## config.mk

```make
export PLATFORM = sky130hd
export DESIGN_NAME = lcg_stim_gen
export DESIGN_NICKNAME = d
export VERILOG_FILES = /design/src/rtl/lcg_stim_gen.sv
export SDC_FILE = /design/constraint.sdc
export NUM_CORES = 1
export LEC_CHECK = 0
export ABC_AREA = 1
export CAP_MARGIN = 20
export CORE_ASPECT_RATIO = 1.25
export CORE_MARGIN = 2
export CORE_UTILIZATION = 30
export DETAILED_ROUTE_END_ITERATION = 12
export SYNTH_ARGS = -nofsm -noshare
export SYNTH_HDL_FRONTEND = slang
export SYNTH_SLANG_ARGS = --single-unit
```

## constraint.sdc

```tcl
create_clock -name clk -period 9.2 [get_ports clk]
set_clock_uncertainty 0.15 [all_clocks]
set_input_delay 1.84 -clock clk [delete_from_list [all_inputs] [get_ports clk]]
set_output_delay 1.84 -clock clk [all_outputs]
set_load 0.01 [all_outputs]
```

## src/rtl/lcg_stim_gen.sv

```systemverilog
// LCG stimulus source: packs successive 32-bit LCG draws into a WIDTH-bit vector,
// one draw per cycle, and presents each vector on a valid/ready handshake.
module lcg_stim_gen #(
   parameter int unsigned WIDTH        = 261,
   parameter logic [31:0] DEFAULT_SEED = 32'd1338811290
) (
   input  logic             clk,
   input  logic             rst,
   input  logic             seed_load,
   input  logic [31:0]      seed_in,
   input  logic             start,
   input  logic [31:0]      num_vectors,
   output logic             out_valid,
   input  logic             out_ready,
   output logic [WIDTH-1:0] out_vec,
   output logic [31:0]      vec_idx,
   output logic             busy,
   output logic             done
);

   localparam int unsigned NW    = (WIDTH + 31) / 32;
   localparam int unsigned LastW = WIDTH - 32 * (NW - 1);
   localparam int unsigned KW    = (NW > 1) ? $clog2(NW) : 1;

   localparam logic [1:0] StIdle  = 2'd0;
   localparam logic [1:0] StFill  = 2'd1;
   localparam logic [1:0] StValid = 2'd2;
   localparam logic [1:0] StDone  = 2'd3;

   logic [1:0]       state_q, state_d;
   logic [KW-1:0]    k_q, k_d;
   logic [31:0]      lcg_q, lcg_d;
   logic [31:0]      count_q, count_d;
   logic [31:0]      idx_q, idx_d;
   logic [WIDTH-1:0] vec_q, vec_d;
   logic [31:0]      lcg_step;

   // Only the low 32 bits of the product are kept.
   assign lcg_step = lcg_q * 32'h41C64E6D + 32'h0000_3039;

   always_comb begin
      state_d = state_q;
      k_d     = k_q;
      lcg_d   = lcg_q;
      count_d = count_q;
      idx_d   = idx_q;
      vec_d   = vec_q;
      case (state_q)
         StIdle, StDone: begin
            if (seed_load) lcg_d = seed_in;
            if (start) begin
               count_d = num_vectors;
               idx_d   = '0;
               k_d     = '0;
               state_d = (num_vectors == '0) ? StDone : StFill;
            end
         end
         StFill: begin
            lcg_d = lcg_step;
            for (int w = 0; w < int'(NW) - 1; w++) begin
               if (k_q == KW'(w)) vec_d[32*w +: 32] = lcg_step;
            end
            // The last word is truncated to the bits that fit in WIDTH.
            if (k_q == KW'(NW - 1)) begin
               vec_d[WIDTH-1 -: LastW] = lcg_step[LastW-1:0];
               state_d = StValid;
            end else begin
               k_d = k_q + KW'(1);
            end
         end
         StValid: begin
            if (out_ready) begin
               if (idx_q + 32'd1 == count_q) begin
                  state_d = StDone;
               end else begin
                  idx_d   = idx_q + 32'd1;
                  k_d     = '0;
                  state_d = StFill;
               end
            end
         end
         default: state_d = StIdle;
      endcase
   end

   always_ff @(posedge clk) begin
      if (rst) begin
         state_q <= StIdle;
         k_q     <= '0;
         lcg_q   <= DEFAULT_SEED;
         count_q <= '0;
         idx_q   <= '0;
         vec_q   <= '0;
      end else begin
         state_q <= state_d;
         k_q     <= k_d;
         lcg_q   <= lcg_d;
         count_q <= count_d;
         idx_q   <= idx_d;
         vec_q   <= vec_d;
      end
   end

   assign out_valid = (state_q == StValid);
   assign busy      = (state_q == StFill) || (state_q == StValid);
   assign done      = (state_q == StDone);
   assign out_vec   = vec_q;
   assign vec_idx   = idx_q;

endmodule

```

==> flow_metrics.env, run 1 <==
export IMPL_outcome="finished clean"
export IMPL_dr_total_vias=22121
export IMPL_ys_warn_count=0
export IMPL_rsz0062_at_grt="false"
export IMPL_synth_fp_nets=3730
export IMPL_core_area_sq_mm=0.0817
export IMPL_post_dp_hpwl_um=69200
export IMPL_relSlewSlack_pct=23.7
export IMPL_seq_area_frac_synth_pct=29.3
export IMPL_gp_congestion=0.948
export IMPL_design_area_sq_mm=0.0309
export IMPL_portBuffers=364
export IMPL_cts_root_buf="clkbuf_16"
export IMPL_dr_pass1_iters=5
export IMPL_crit_path_start_kind="flip-flop"
export IMPL_mappedNetlistArea_sq_mm=0.0248
export IMPL_multi_input_area_sq_mm=0.0144
export IMPL_worstPathArrival_ns=7.87
export IMPL_synth_largest_area_cell="dfxtp_1"
export IMPL_async_flop_share_pct=0
export IMPL_synth_most_common_cell="inv_1"
export IMPL_grt_pass1_wl_um=138000
export IMPL_grt_max_degree=84
export IMPL_crit_buf_inv=6
export IMPL_pin_count=365
export IMPL_cp_required_ns=9.48
export IMPL_synthCells=3260
export IMPL_grtUsageTotal_pct=21.6
export IMPL_reg2reg_from="lcg_q[6]"
export IMPL_critPathLaunch="lcg_q[6]"
export IMPL_finalSetupViolCount=0
export IMPL_min_path_type="flip-flop to flip-flop"
export IMPL_grt_pass1_vias=22038
export IMPL_rr_endpoint="lcg_q[26]"
export IMPL_cts_resized=0
export IMPL_die_h_um=326
export IMPL_clk_latency_ns=0.59
export IMPL_clk_pin_slew_ns=0.06
export IMPL_period_share_pct=82.5
export IMPL_critPathMaxStageDelay_ns=0.67
export IMPL_synthTopCellsByArea="dfxtp_1 29%, fa_1 15%, ha_1 11%"
export IMPL_cp_top_family="adder cells"
export IMPL_ys_top_cells_by_count="706 x inv_1, 503 x nor2_1, 363 x dfxtp_1, 355 x nand2_1, 260 x o21ai_0"
export IMPL_setup_tns_ns=0
export IMPL_die_area_sq_mm=0.0850
export IMPL_synth_edf_count=0
export IMPL_min_period_ns=7.59
export IMPL_tightest_slew_ns=1.14
export IMPL_cts_made_buffers=40
export IMPL_nets=4037
export IMPL_critPathSlowestCell="xor2_1"
export IMPL_die_x_um=261
export IMPL_rr_worst_depth=26
export IMPL_ys_types=46
export IMPL_path_class="flip-flop to flip-flop"
export IMPL_drt_iter0_markers=1526
export IMPL_clock_sinks=363
export IMPL_crit_fanout=9
export IMPL_antenna_found_initial=13
export IMPL_wl_per_cell_um=19.6
export IMPL_fmax_mhz=132
export IMPL_seq_area_sq_mm=0.00727
export IMPL_grt_overflow=0
export IMPL_cts_max_level=2
export IMPL_crit_cells=26
export IMPL_crit_path_end="lcg_q[26]"
export IMPL_post_cts_setup_buffer_count=0
export IMPL_cts_hold_buf=0
export IMPL_synth_top_area_share_pct=29.3
export IMPL_cts_tree="yes"
export IMPL_cts_max_path_buffers=3
export IMPL_final_max_slew_violation_count=0
export IMPL_dpl_cell_area_sq_mm=0.0296
export IMPL_vias_per_cell=4.74
export IMPL_ant_nets=0
export IMPL_routed_wl_um=91600
export IMPL_cp_end_kind="flip-flop"
export IMPL_ys_ff_latch=363
export IMPL_hold_violations=0
export IMPL_drc=0
export IMPL_layout_drive_gt1_share_pct=3.67
export IMPL_num_rows=117
export IMPL_r2r_slack_ns=1.61
export IMPL_synth_top_flop_cell="dfxtp_1"
export IMPL_start_util_pct=30.4
export IMPL_max_cap_viol_count=0
export IMPL_fillers=8498
export IMPL_syn_area_per_cell_sq_um=7.61
export IMPL_area_delta_synth_final_pct=24.6
## cells by family after synthesis
family	share of synthesized area, %
buffers and inverters	12.9
XOR/XNOR	2.44
AO/OA/AOI/OAI	11.6
AND/OR/NAND/NOR	17.9
adder cells (fa/ha/maj)	25.8
flip-flops	29.3
## registers in the layout (all words and copies together), names as in the netlist
name / flops
lcg_q: 32
out_vec: 261
k_q: 4
state_q: 2
vec_idx: 32
count_q: 32
## tightest hold or removal path, stage by stage, from the launching register on
cell and delay, ns:
dfxtp_1 0.31, inv_1 0.06, a21oi_1 0.05
## how the worst min path moves through the flow
| stage | end | startpoint | cells past startpoint | slack, ns |
|---|---|---|---|---|
| floorplan | count_q[18] | count_q[18] | 2 | 0.29 |
| global placement | count_q[7] | count_q[7] | 2 | 0.31 |
| detailed placement | count_q[22] | count_q[22] | 2 | 0.31 |
| CTS | out_vec[258] | out_vec[258] | 2 | 0.32 |
| global route | count_q[30] | count_q[30] | 2 | 0.34 |
| finish | count_q[22] | count_q[22] | 2 | 0.32 |
## cells in the final DEF (no fill, tap or decap), drive strengths merged, types with 77 or more instances in the layout
cell,Yosys,final
nor2,511,511
a21oi,133,133
o211ai,77,77
ha,216,216
clkdlybuf4s50,0,363
nand2,357,357
o21ai,261,261
inv,711,713
nand3,119,119
fa,185,185
dfxtp,363,363
## metal layers
| layer | vias to the layer above | track usage [%] | part of all wire [%] |
|---|---|---|---|
| met5 | - | 0 | 0.10 |
| met4 | 14 | 7.44 | 3.5 |
| met3 | 161 | 6.86 | 9.3 |
| met2 | 708 | 34.9 | 46 |
| met1 | 10506 | 26.9 | 41 |
| li1 | 10732 | - | - |
## final cells by class
cell class | count | area share (%)
diodes | 1 | 0.00809
repair buffers | 397 | 12.6
well taps | 1071 | 4.33
clock buffers | 61 | 3.82
inverters | 713 | 8.67
multi-input cells | 2052 | 46.6
flip-flops and latches | 363 | 23.5
clock inverters | 10 | 0.441
## through the flow
step	utilization, %	worst slack, ns	instances	hold slack, ns
after floorplan	-	2.59	3260	0.294
after global placement	36.2	1.70	4596	0.305
after detailed placement	36.2	1.66	4596	0.312
after CTS	37.8	1.61	4667	0.322
after global routing	37.8	1.08	4667	0.339
final	37.8	1.61	4668	0.320
Power of run 1 is left out: the tool's default activity adds up to more than one toggle a clock period on the data nets, which glitch-free logic cannot reach.
==> run 2, diff against run 1 <==
Clock period 9.2 ns to 7.15 ns, I/O delays scaled along.
==> run 2 against run 1 <==
Net effect: non-clock buffer count increased by 63; count of clock-buffer cells in the layout is 4 lower; via count rose by 1.5%; first-iteration DRC count up 1.7%; design area rose by 1.8%; core utilization grew 0.69 points; maximum frequency up 10%; routed wire length up 2.1%; hold slack worse by 0.0020 ns; critical endpoint is now out_vec[177].
==> flow_metrics.env, run 2 (synthesis gave the netlist of run 1 again) <==
export IMPL_outcome="finished clean"
export IMPL_cts_root_buf="clkbuf_16"
export IMPL_path_class="flip-flop to flip-flop"
export IMPL_clock_sinks=363
export IMPL_critPathSlowestCell="xnor2_1"
export IMPL_cp_end_kind="flip-flop"
export IMPL_drc=0
export IMPL_cts_made_buffers=39
export IMPL_crit_fanout=6
export IMPL_die_h_um=326
export IMPL_hold_violations=0
export IMPL_cts_max_path_buffers=3
export IMPL_crit_path_start_kind="flip-flop"
export IMPL_wl_per_cell_um=19.8
export IMPL_largest_reg_flops=261
export IMPL_fmax_mhz=145
export IMPL_ant_nets=0
export IMPL_min_path_type="flip-flop to flip-flop"
export IMPL_grtUsageTotal_pct=21.7
export IMPL_final_cell_mix="705 x inv_1, 495 x nor2_1, 363 x clkdlybuf4s50_1"
export IMPL_wl_met1_um=39400
export IMPL_grt_pass1_wl_um=140000
export IMPL_clk_pin_slew_ns=0.06
export IMPL_drt_iter0_markers=1552
export IMPL_die_area_sq_mm=0.0850
export IMPL_path_cells="buf_4 -> ha_1 -> fa_1 -> inv_1 -> fa_1 -> fa_1 -> inv_1 -> ha_1 -> inv_1 -> fa_1 -> inv_1 -> fa_1 -> fa_1 -> ha_1 -> nand2_1 -> nor2_1 -> nand3_1 -> nand3_1 -> a21oi_1 -> xnor2_1 -> buf_4 -> o21ai_0 -> inv_1"
export IMPL_wl_met2_um=44200
export IMPL_relSlewSlack_pct=30.8
export IMPL_cts_tree="yes"
export IMPL_finalSetupViolCount=0
export IMPL_clk_latency_ns=0.58
export IMPL_start_util_pct=30.4
export IMPL_period_share_pct=96.2
export IMPL_cts_max_level=2
export IMPL_area_delta_synth_final_pct=26.9
export IMPL_nets=4099
export IMPL_wl_met3_um=7230
export IMPL_critPathMaxStageDelay_ns=0.82
export IMPL_cts_hold_buf=0
export IMPL_core_area_sq_mm=0.0817
export IMPL_grt_max_degree=158
export IMPL_worstPathArrival_ns=7.25
export IMPL_dr_total_vias=22463
export IMPL_antenna_found_initial=6
export IMPL_portBuffers=364
export IMPL_num_rows=117
export IMPL_dr_pass1_iters=5
export IMPL_min_period_ns=6.88
export IMPL_gp_congestion=0.962
export IMPL_routed_wl_um=93500
export IMPL_pin_count=365
export IMPL_die_x_um=261
export IMPL_grt_overflow=0
export IMPL_hold_ws_ns=0.318
export IMPL_top_layer_used="met5"
export IMPL_final_common_cell="inv_1"
export IMPL_layout_drive_gt1_share_pct=5.91
export IMPL_max_cap_viol_count=0
export IMPL_post_dp_hpwl_um=70900
export IMPL_grt_pass1_vias=22322
export IMPL_final_max_slew_violation_count=0
export IMPL_tightest_slew_ns=1.04
export IMPL_cpMostUsedCell="fa_1"
export IMPL_cp_required_ns=7.52
export IMPL_vias_per_cell=4.75
## run 2: worst max-delay path: cells and delay by family, from the launching register on
family,cells,cell delay (ns)
AOI/OAI and AO/OA,2,0.22
buffers and inverters,7,0.79
xor gates and xnor gates,1,0.82
DFF,1,0.34
and+or+nand+nor,4,0.53
adders and majority gates,9,3.97
## run 2: final cells by class
type	count	area, sq um
inverter	713	2680
multi-input combinational	2052	14500
clock buffer	57	1120
fill	8486	50200
clock inverter	12	156
tap	1071	1340
sequential	363	7270
antenna	3	7.51
timing repair buffer	460	4380
## run 2: metrics by stage
stage	std cells	utilization [%]	instance area, sq um	setup TNS (ns)	worst slack (ns)
6_report	4731	38.5	31500	0	0.269
5_1_grt	4728	38.5	31500	-0.000312	-0.000312
4_1_cts	4723	38.3	31300	0	0.0561
3_5_place_dp	4654	36.8	30000	-1.17	-0.184
3_3_place_gp	4654	36.8	30000	-1.46	-0.219
2_1_floorplan	3260	-	24800	0	0.537
## run 2: final timing paths
check / cells past startpoint / start / slack [ns] / to
min reg2reg: 2 / count_q[7] / 0.32 / count_q[7]
max reg2reg: 23 / lcg_q[7] / 0.27 / out_vec[177]
max: 23 / lcg_q[7] / 0.27 / out_vec[177]
min: 2 / count_q[7] / 0.32 / count_q[7]
## run 2: metal layers
layer	GRT usage, %	up-vias
met4	6.23	8
met2	36.1	646
li1	-	10879
met3	5.42	134
met1	27.8	10796
met5	0	-
## run 2: repair_timing
action                     CTS  global route
resized for setup            2            29
setup buffers                0             4
setup endpoints to repair   11            49
pin swaps                    0             4
gates cloned                 0             1
Power of run 2 is left out for the same reason.
